**config.mk**
```make
export PLATFORM = sky130hd
export DESIGN_NAME = uart_dump_ctrl
export DESIGN_NICKNAME = d
export VERILOG_FILES = /design/src/rtl/uart_pkg.sv /design/src/rtl/dump_byte_mux.sv /design/src/rtl/uart_dump_ctrl.sv
export SDC_FILE = /design/constraint.sdc
export NUM_CORES = 1
export LEC_CHECK = 0
export CORE_MARGIN = 5
export CORE_UTILIZATION = 35
export CTS_BUF_LIST = sky130_fd_sc_hd__clkbuf_4 sky130_fd_sc_hd__clkbuf_8 sky130_fd_sc_hd__clkbuf_16
export DETAILED_ROUTE_END_ITERATION = 6
export DONT_BUFFER_PORTS = 1
export PLACE_DENSITY = 0.51
export REMOVE_ABC_BUFFERS = 1
export SYNTH_ARGS = -nofsm -noshare
export SYNTH_HDL_FRONTEND = slang
export SYNTH_SLANG_ARGS = --single-unit
```
**constraint.sdc**
```tcl
create_clock -name i_clk -period 5.2 [get_ports i_clk]
set_input_delay 1.04 -clock i_clk [delete_from_list [all_inputs] [get_ports i_clk]]
set_output_delay 1.04 -clock i_clk [all_outputs]
set_load 0.02 [all_outputs]
```
**src/rtl/uart_pkg.sv**
```systemverilog
// uart_pkg: UART register map, debug-frame constants and dump FSM state encoding.
// Defining UART_DUMP_CHECKSUM_EN adds a trailing XOR checksum byte to the frame.
package uart_pkg;
    typedef enum logic [2:0] {
        REG_TX_DATA = 3'd0,
        REG_TX_DONE = 3'd1,
        REG_TX_RDY  = 3'd2,
        REG_RX_DATA = 3'd3,
        REG_RX_DONE = 3'd4
    } uart_reg_t;

    localparam logic [7:0] FRAME_HDR = 8'hA5;

`ifdef UART_DUMP_CHECKSUM_EN
    localparam int CSUM_BYTES = 1;
`else
    localparam int CSUM_BYTES = 0;
`endif

    typedef enum logic [2:0] {
        ST_IDLE, ST_WR_DATA, ST_WR_RDY, ST_RD_DONE,
        ST_CHK_DONE, ST_CLR_DONE, ST_CLR_RDY, ST_NEXT
    } state_t;

    // header + PC(2) + counter + acc(2) + optional checksum
    function automatic int frame_len(input int cnt_w);
        return 5 + cnt_w / 8 + CSUM_BYTES;
    endfunction
endpackage

```
**src/rtl/dump_byte_mux.sv**
```systemverilog
// dump_byte_mux: selects debug-frame byte idx from the frozen snapshot.
// Appends the XOR checksum byte when UART_DUMP_CHECKSUM_EN is defined.
module dump_byte_mux
    import uart_pkg::*;
#(
    parameter int CNT_W  = 32,
    parameter int NBYTES = frame_len(CNT_W),
    parameter int IW     = $clog2(NBYTES)
) (
    input  logic [15:0]      pc,
    input  logic [CNT_W-1:0] cnt,
    input  logic [15:0]      acc,
    input  logic [IW-1:0]    idx,
    output logic [7:0]       data
);
    localparam int NB = 5 + CNT_W / 8;

    logic [NB*8-1:0]     body;
    logic [NBYTES*8-1:0] frame;

    // Byte 0 sits in the low lane so fields go out LSB first.
    assign body = {acc, cnt, pc, FRAME_HDR};

`ifdef UART_DUMP_CHECKSUM_EN
    logic [7:0] csum;
    always_comb begin
        csum = '0;
        for (int i = 0; i < NB; i++) csum = csum ^ body[i*8 +: 8];
    end
    assign frame = {csum, body};
`else
    assign frame = body;
`endif

    always_comb begin
        data = '0;
        for (int i = 0; i < NBYTES; i++) data = (idx == IW'(i)) ? frame[i*8 +: 8] : data;
    end
endmodule

```
**src/rtl/uart_dump_ctrl.sv**
```systemverilog
// uart_dump_ctrl: takes the UART bus from the CPU and sends a PC/counter/acc debug frame.
// Defining UART_DUMP_CHECKSUM_EN appends an XOR checksum byte to each frame.
module uart_dump_ctrl
    import uart_pkg::*;
#(
    parameter int NB_PC          = 11,
    parameter int DATA_BUS_WIDTH = 16,
    parameter int ADDR_BUS_WIDTH = 11,
    parameter int CNT_W          = 32,
    parameter int POLL_LIMIT     = 65535
) (
    input  logic                      i_clk,
    input  logic                      i_rst,
    input  logic                      i_start,
    input  logic                      i_cpu_en,
    input  logic                      i_cnt_clr,
    input  logic [NB_PC-1:0]          i_pc,
    input  logic [DATA_BUS_WIDTH-1:0] i_acc,
    output logic                      o_cs,
    output logic                      o_w_r,
    output logic [ADDR_BUS_WIDTH-1:0] o_addr,
    output logic [DATA_BUS_WIDTH-1:0] o_wdata,
    input  logic [DATA_BUS_WIDTH-1:0] i_rdata,
    output logic                      o_cpu_grant,
    output logic                      o_busy,
    output logic                      o_done,
    output logic                      o_err
);
    localparam int NBYTES = frame_len(CNT_W);
    localparam int IW     = $clog2(NBYTES);
    localparam int PW     = $clog2(POLL_LIMIT + 1);
    localparam logic [ADDR_BUS_WIDTH-1:0] A_TXD  = ADDR_BUS_WIDTH'(REG_TX_DATA);
    localparam logic [ADDR_BUS_WIDTH-1:0] A_DONE = ADDR_BUS_WIDTH'(REG_TX_DONE);
    localparam logic [ADDR_BUS_WIDTH-1:0] A_RDY  = ADDR_BUS_WIDTH'(REG_TX_RDY);
    localparam logic [DATA_BUS_WIDTH-1:0] D_ARM  = DATA_BUS_WIDTH'(1);

    state_t           state;
    logic [CNT_W-1:0] cnt, snap_cnt;
    logic [15:0]      snap_pc, snap_acc;
    logic [IW-1:0]    idx;
    logic [PW-1:0]    polls;
    logic             abort, fin, last;
    logic [7:0]       cur_byte;
    logic             unused_rdata;

    assign unused_rdata = ^i_rdata[DATA_BUS_WIDTH-1:1];
    assign last = idx == IW'(NBYTES - 1);

    dump_byte_mux #(.CNT_W(CNT_W), .NBYTES(NBYTES), .IW(IW)) u_mux (
        .pc(snap_pc), .cnt(snap_cnt), .acc(snap_acc), .idx(idx), .data(cur_byte)
    );

    always_ff @(posedge i_clk or negedge i_rst)
        if (!i_rst) cnt <= '0;
        else cnt <= i_cnt_clr ? '0 : cnt + CNT_W'(i_cpu_en);

    // Bus outputs are loaded on the same edge as the state they belong to.
    always_ff @(posedge i_clk or negedge i_rst) begin
        if (!i_rst) begin
            state       <= ST_IDLE;
            o_cs        <= 1'b0;
            o_w_r       <= 1'b0;
            o_addr      <= '0;
            o_wdata     <= '0;
            o_cpu_grant <= 1'b1;
            o_busy      <= 1'b0;
            o_done      <= 1'b0;
            o_err       <= 1'b0;
            idx         <= '0;
            polls       <= '0;
            abort       <= 1'b0;
            fin         <= 1'b0;
            snap_pc     <= '0;
            snap_acc    <= '0;
            snap_cnt    <= '0;
        end else begin
            o_done <= 1'b0;
            case (state)
                ST_IDLE: if (i_start) begin
                    snap_pc     <= 16'(i_pc);
                    snap_acc    <= 16'(i_acc);
                    snap_cnt    <= cnt;
                    o_err       <= 1'b0;
                    idx         <= '0;
                    abort       <= 1'b0;
                    o_busy      <= 1'b1;
                    o_cpu_grant <= 1'b0;
                    o_cs        <= 1'b1;
                    o_w_r       <= 1'b1;
                    o_addr      <= A_TXD;
                    o_wdata     <= DATA_BUS_WIDTH'(FRAME_HDR);
                    state       <= ST_WR_DATA;
                end
                ST_WR_DATA: begin
                    o_addr  <= A_RDY;
                    o_wdata <= D_ARM;
                    state   <= ST_WR_RDY;
                end
                ST_WR_RDY: begin
                    o_w_r   <= 1'b0;
                    o_addr  <= A_DONE;
                    o_wdata <= '0;
                    state   <= ST_RD_DONE;
                end
                ST_RD_DONE: begin
                    polls <= '0;
                    state <= ST_CHK_DONE;
                end
                ST_CHK_DONE: if (i_rdata[0]) begin
                    o_w_r <= 1'b1;
                    state <= ST_CLR_DONE;
                end else if (polls == PW'(POLL_LIMIT - 1)) begin
                    o_err  <= 1'b1;
                    abort  <= 1'b1;
                    o_w_r  <= 1'b1;
                    o_addr <= A_RDY;
                    state  <= ST_CLR_RDY;
                end else begin
                    polls <= polls + PW'(1);
                end
                ST_CLR_DONE: begin
                    o_addr <= A_RDY;
                    state  <= ST_CLR_RDY;
                end
                ST_CLR_RDY: begin
                    fin     <= abort || last;
                    o_done  <= !abort && last;
                    idx     <= (abort || last) ? idx : idx + IW'(1);
                    o_cs    <= 1'b0;
                    o_w_r   <= 1'b0;
                    o_addr  <= '0;
                    o_wdata <= '0;
                    state   <= ST_NEXT;
                end
                ST_NEXT: if (fin) begin
                    o_busy      <= 1'b0;
                    o_cpu_grant <= 1'b1;
                    state       <= ST_IDLE;
                end else begin
                    o_cs    <= 1'b1;
                    o_w_r   <= 1'b1;
                    o_addr  <= A_TXD;
                    o_wdata <= DATA_BUS_WIDTH'(cur_byte);
                    state   <= ST_WR_DATA;
                end
                default: state <= ST_IDLE;
            endcase
        end
    end
endmodule

```
==> impl_results.html <==
<table>
<tr><th>Metric</th><th>Value</th></tr>
<tr><th colspan="2">Outcome</th></tr>
<tr><td>Result of the run</td><td>complete, no violations</td></tr>
<tr><th colspan="2">Critical path</th></tr>
<tr><td>CP required</td><td>approximately 5.5 ns</td></tr>
<tr><td>Type of the worst setup path</td><td>flip-flop to flip-flop</td></tr>
<tr><td>R2R Path Start</td><td>idx[1]$_DFFE_PN0P_</td></tr>
<tr><td>Category of the worst setup path launch point</td><td>flip-flop</td></tr>
<tr><td>Crit end category</td><td>flip-flop</td></tr>
<tr><td>Slack of the worst reg-to-reg path</td><td>approximately 2.2 ns</td></tr>
<tr><td>CP Data Arrival Time</td><td>between 3 and 4 ns</td></tr>
<tr><td>Maximum fanout along the worst path</td><td>17</td></tr>
<tr><td>Most Frequent Cell on Critical Path</td><td>a2111oi_0</td></tr>
<tr><td>Stage delay of the slowest cell on the critical path</td><td>about 0.74 ns</td></tr>
<tr><td>Worst path cell trace</td><td>inv_1 &gt; ha_1 &gt; nor2b_1 &gt; a221oi_1 &gt; a2111oi_0 &gt; a2111oi_0 &gt; o22ai_1</td></tr>
<tr><td>End of the worst register-to-register path</td><td>o_wdata[2]$_DFFE_PN0P_</td></tr>
<tr><td>Start point of the critical path</td><td>idx[1]$_DFFE_PN0P_</td></tr>
<tr><td>Number of cells on the worst reg-to-reg path</td><td>7</td></tr>
<tr><td>Critical path's slowest cell</td><td>a2111oi_0</td></tr>
<tr><th colspan="2">Power</th></tr>
<tr><td>Part of the total power dissipated in sequential elements</td><td>41.7%</td></tr>
<tr><td>Maximum vdd ir drop</td><td>~0.00026 V</td></tr>
<tr><td>Leakage dissipation</td><td>between 0.003 and 0.004 uW</td></tr>
<tr><td>Net Sw Power</td><td>1240 uW</td></tr>
<tr><td>Power share of the combinational group</td><td>between 20 and 30%</td></tr>
<tr><td>Int Power</td><td>roughly 2400 uW</td></tr>
<tr><td>PwrDens</td><td>~500 mW/mm^2</td></tr>
<tr><td>Switching share of power</td><td>around 34%</td></tr>
<tr><td>Relative contribution of the clock network to total power</td><td>between 30% and 40%</td></tr>
<tr><th colspan="2">Drt</th></tr>
<tr><td>Residual DRC count</td><td>0</td></tr>
<tr><td>Remaining antenna violation count</td><td>0</td></tr>
<tr><td>Total vias in the final route</td><td>~4,700</td></tr>
<tr><td>Via density per instance</td><td>approximately 5.4</td></tr>
<tr><td>Sum of routed wire length over all layers</td><td>roughly 16,000 um</td></tr>
<tr><td>Pre-Repair DR Iteration Count</td><td>5</td></tr>
<tr><td>Number of design-rule violations left by the first detailed-router iteration</td><td>between 200 and 300</td></tr>
<tr><td>Post-DR wirelength/cell</td><td>about 18 um</td></tr>
<tr><th colspan="2">Layout</th></tr>
<tr><td>Antenna cells</td><td>0</td></tr>
<tr><td>Area grow syn2layout</td><td>10.3%</td></tr>
<tr><td>Net total in the final layout</td><td>a little under 700</td></tr>
<tr><td>Share of post-route cells with drive strength above 1</td><td>between 10% and 20%</td></tr>
<tr><td>Share of the core filled with cells</td><td>between 30% and 40%</td></tr>
<tr><td>Post-Layout Inst Area</td><td>0.00732 mm^2</td></tr>
<tr><th colspan="2">Clocking</th></tr>
<tr><td>Bufs on Longest Clock Path</td><td>2</td></tr>
<tr><td>Clock Pin Slew Worst Setup and Hold Paths</td><td>around 0.06 ns</td></tr>
<tr><td>Number of buffers created by CTS</td><td>17</td></tr>
<tr><td>Count of H-tree levels built during CTS</td><td>4</td></tr>
<tr><td>Cell at the root of the clock tree</td><td>clkbuf_16</td></tr>
<tr><td>Total of hold buffers inserted after clock tree synthesis</td><td>0</td></tr>
<tr><td>Count of buffers added by post-CTS timing repair for setup</td><td>0</td></tr>
<tr><td>Clock tree sinks</td><td>131</td></tr>
<tr><td>Number of resized instances in the post-cts repair step</td><td>0</td></tr>
<tr><td>Clock Latency Late Sink</td><td>approximately 0.42 ns</td></tr>
<tr><td>TritonCTS clock tree</td><td>built</td></tr>
<tr><th colspan="2">Placement</th></tr>
<tr><td>Pre-CTS setup slack</td><td>roughly 2.2 ns</td></tr>
<tr><td>Placement Cell Area</td><td>about 0.0067 mm^2</td></tr>
<tr><td>Placer congestion estimate</td><td>0.805</td></tr>
<tr><td>Buffers added on ports</td><td>0</td></tr>
<tr><td>Placed wire-length estimate after detailed placement</td><td>10,700 um</td></tr>
<tr><th colspan="2">Yosys</th></tr>
<tr><td>Share of flip-flops with an asynchronous set or reset after synthesis</td><td>100%</td></tr>
<tr><td>Post-Syn Area per Cell</td><td>between 10 and 15 um^2</td></tr>
<tr><td>Number of flops mapped to enable cells by yosys</td><td>0</td></tr>
<tr><td>Primary FF master, synth</td><td>dfrtp_1</td></tr>
<tr><td>Number of synthesis warnings</td><td>0</td></tr>
<tr><td>Cell area after synthesis</td><td>between 0.006 and 0.007 mm^2</td></tr>
<tr><td>Main area contributors after synthesis</td><td>dfrtp_1 (49%), mux2_2 (9.3%), xnor2_1 (4.1%)</td></tr>
<tr><td>Cell taking the most area after synthesis</td><td>dfrtp_1</td></tr>
<tr><td>Fraction of post-synthesis cell area in the top cell type by area</td><td>between 40% and 50%</td></tr>
<tr><td>Register bit total from synthesis</td><td>about 130</td></tr>
<tr><td>Most instantiated library cell after synthesis</td><td>dfrtp_1</td></tr>
<tr><td>Most common library cells after synthesis</td><td>dfrtp_1 (130), nor2_1 (61), mux2_2 (55), nand2_1 (37), a21oi_1 (34)</td></tr>
<tr><td>Post-synthesis cell type count</td><td>58</td></tr>
<tr><td>Synthesized instance count</td><td>641</td></tr>
<tr><td>Fraction of the yosys area taken by sequential cells</td><td>about half</td></tr>
<tr><th colspan="2">STA</th></tr>
<tr><td>Transition time at the pin with the least slew margin</td><td>approximately 0.75 ns</td></tr>
<tr><td>Final number of setup-violating endpoints</td><td>0</td></tr>
<tr><td>Final hold viol count</td><td>0</td></tr>
<tr><td>Final critical-path share of the clock period</td><td>about three fifths</td></tr>
<tr><td>Final critical delay including setup and external delays</td><td>about 3.0 ns</td></tr>
<tr><td>Total count of max-transition violations in the final report</td><td>0</td></tr>
<tr><td>Sum of negative setup slack</td><td>0 ns</td></tr>
<tr><td>Setup repair after global routing missed its margin</td><td>false</td></tr>
<tr><td>Slack of the critical path</td><td>around 2.2 ns</td></tr>
<tr><td>Max Clock Skew</td><td>0.00908 ns</td></tr>
<tr><td>Worst rel slew slack</td><td>between 40% and 50%</td></tr>
<tr><td>Achievable frequency</td><td>about 330 MHz</td></tr>
<tr><th colspan="2">Global route</th></tr>
<tr><td>Initial antenna violation count</td><td>0</td></tr>
<tr><td>Grt ovf</td><td>0</td></tr>
<tr><td>Vias in the first global route</td><td>around 4,700</td></tr>
<tr><td>Overall fraction of global-route tracks in use</td><td>approximately 15%</td></tr>
<tr><td>Wire length of the first global-routing pass</td><td>roughly 25,000 um</td></tr>
<tr><td>Largest net degree at the start of global routing</td><td>132</td></tr>
<tr><th colspan="2">Floorplanning</th></tr>
<tr><td>Width of the die</td><td>roughly 150 um</td></tr>
<tr><td>Standard-cell row count</td><td>50</td></tr>
<tr><td>Height of the die</td><td>approximately 150 um</td></tr>
<tr><td>Initial core utilization</td><td>35.5%</td></tr>
<tr><td>Die footprint</td><td>approximately 0.022 mm^2</td></tr>
<tr><td>Std-Cell Core Area</td><td>0.0187 mm^2</td></tr>
<tr><td>Number of I/O pins</td><td>between 80 and 90</td></tr>
<tr><th colspan="2">Flow run</th></tr>
<tr><td>Max-cap violations</td><td>0</td></tr>
<tr><th colspan="2">Hold path</th></tr>
<tr><td>Classification of the worst-slack hold path</td><td>primary input to asynchronous set/reset pin</td></tr>
</table>
## sequential cells by signal, indices dropped and copies added (netlist names), 2 cells and up
signal / cells
cnt: 32
snap_cnt: 32
polls: 16
snap_acc: 16
snap_pc: 11
o_wdata: 8
idx: 4
state: 3
o_addr: 2
## cell type report
| type | instances | area (um^2) |
|---|---|---|
| well taps | 234 | 293 |
| inverters | 21 | 78.8 |
| repair buffers | 1 | 7.51 |
| fillers | 1806 | 11400 |
| clock buffers | 20 | 467 |
| multi-input cells | 455 | 3070 |
| flip-flops and latches | 131 | 3280 |
| clock inverters | 12 | 130 |
## critical path, delay by kind of cell, from the launching register on
kind | cells | cell delay, ns
AOI/OAI and AO/OA | 4 | 1.54
adders and majority gates | 1 | 0.55
DFF | 1 | 0.41
and+or+nand+nor | 1 | 0.27
buffers and inverters | 1 | 0.11
## power groups by stage
stage / Sequential [uW] / Clock (uW) / Combinational (uW)
after floorplan: 1440 / 0 / 719
after global placement: 1520 / 0 / 900
after detailed placement: 1530 / 0 / 919
after CTS: 1510 / 1220 / 925
after global routing: 1540 / 1270 / 1020
final: 1510 / 1190 / 914
## layout by cell type, fill, tap and decap left out, types with 5 or more instances in the layout
master,instances
a2111oi_0,5
a21oi_1,34
a221oi_1,5
a22oi_1,5
and3_1,7
and4_1,8
clkbuf_16,17
conb_1,17
dfrtp_1,130
ha_1,8
inv_1,20
mux2_2,55
nand2_1,37
nand2b_1,6
nand3_1,18
nand3b_1,8
nand4_1,10
nor2_1,61
nor2b_1,7
nor3_1,23
nor4_1,6
nor4_2,5
o21ai_0,25
o21ai_1,5
o22ai_1,9
or3_1,7
xnor2_1,31
xor2_1,7
## cells by family (layout without fill, tap and decap cells)
logic type                 count (synthesis)  count (layout)  synth area share [%]
xor gates and xnor gates                  38              38                  5.01
other                                      1              17                0.0565
AOI/OAI and AO/OA                        118             118                  11.3
and+or+nand+nor                          218             218                  18.0
buffers and inverters                     71              54                  5.30
muxes                                     56              56                  9.48
DFF                                      131             131                  49.4
adders and majority gates                  8               8                  1.51
## routing by layer
metal / track usage (%) / up-vias / share of wire (%)
li1: - / 2240 / -
met1: 19.1 / 2346 / 44
met2: 24.0 / 109 / 50
met3: 3.77 / 19 / 4.9
met4: 3.82 / 0 / 0.92
met5: 0 / - / 0
## through the flow
stage,total power (uW),cells,hold slack (ns)
3_3_place_gp,2420,842,0.481
5_1_grt,3830,874,0.296
6_report,3610,874,0.318
2_1_floorplan,2160,607,0.472
4_1_cts,3660,874,0.299
3_5_place_dp,2450,842,0.492
## how the worst max path moves through the flow
stage	to	cells past startpoint
6_report	o_wdata[2]$_DFFE_PN0P_	7
5_1_grt	o_wdata[2]$_DFFE_PN0P_	7
4_1_cts	o_wdata[2]$_DFFE_PN0P_	7
3_5_place_dp	o_wdata[2]$_DFFE_PN0P_	7
3_3_place_gp	o_wdata[2]$_DFFE_PN0P_	7
2_1_floorplan	snap_acc[0]$_DFFE_PN0P_	3
Note: power is estimated with default switching activity, not from simulation.
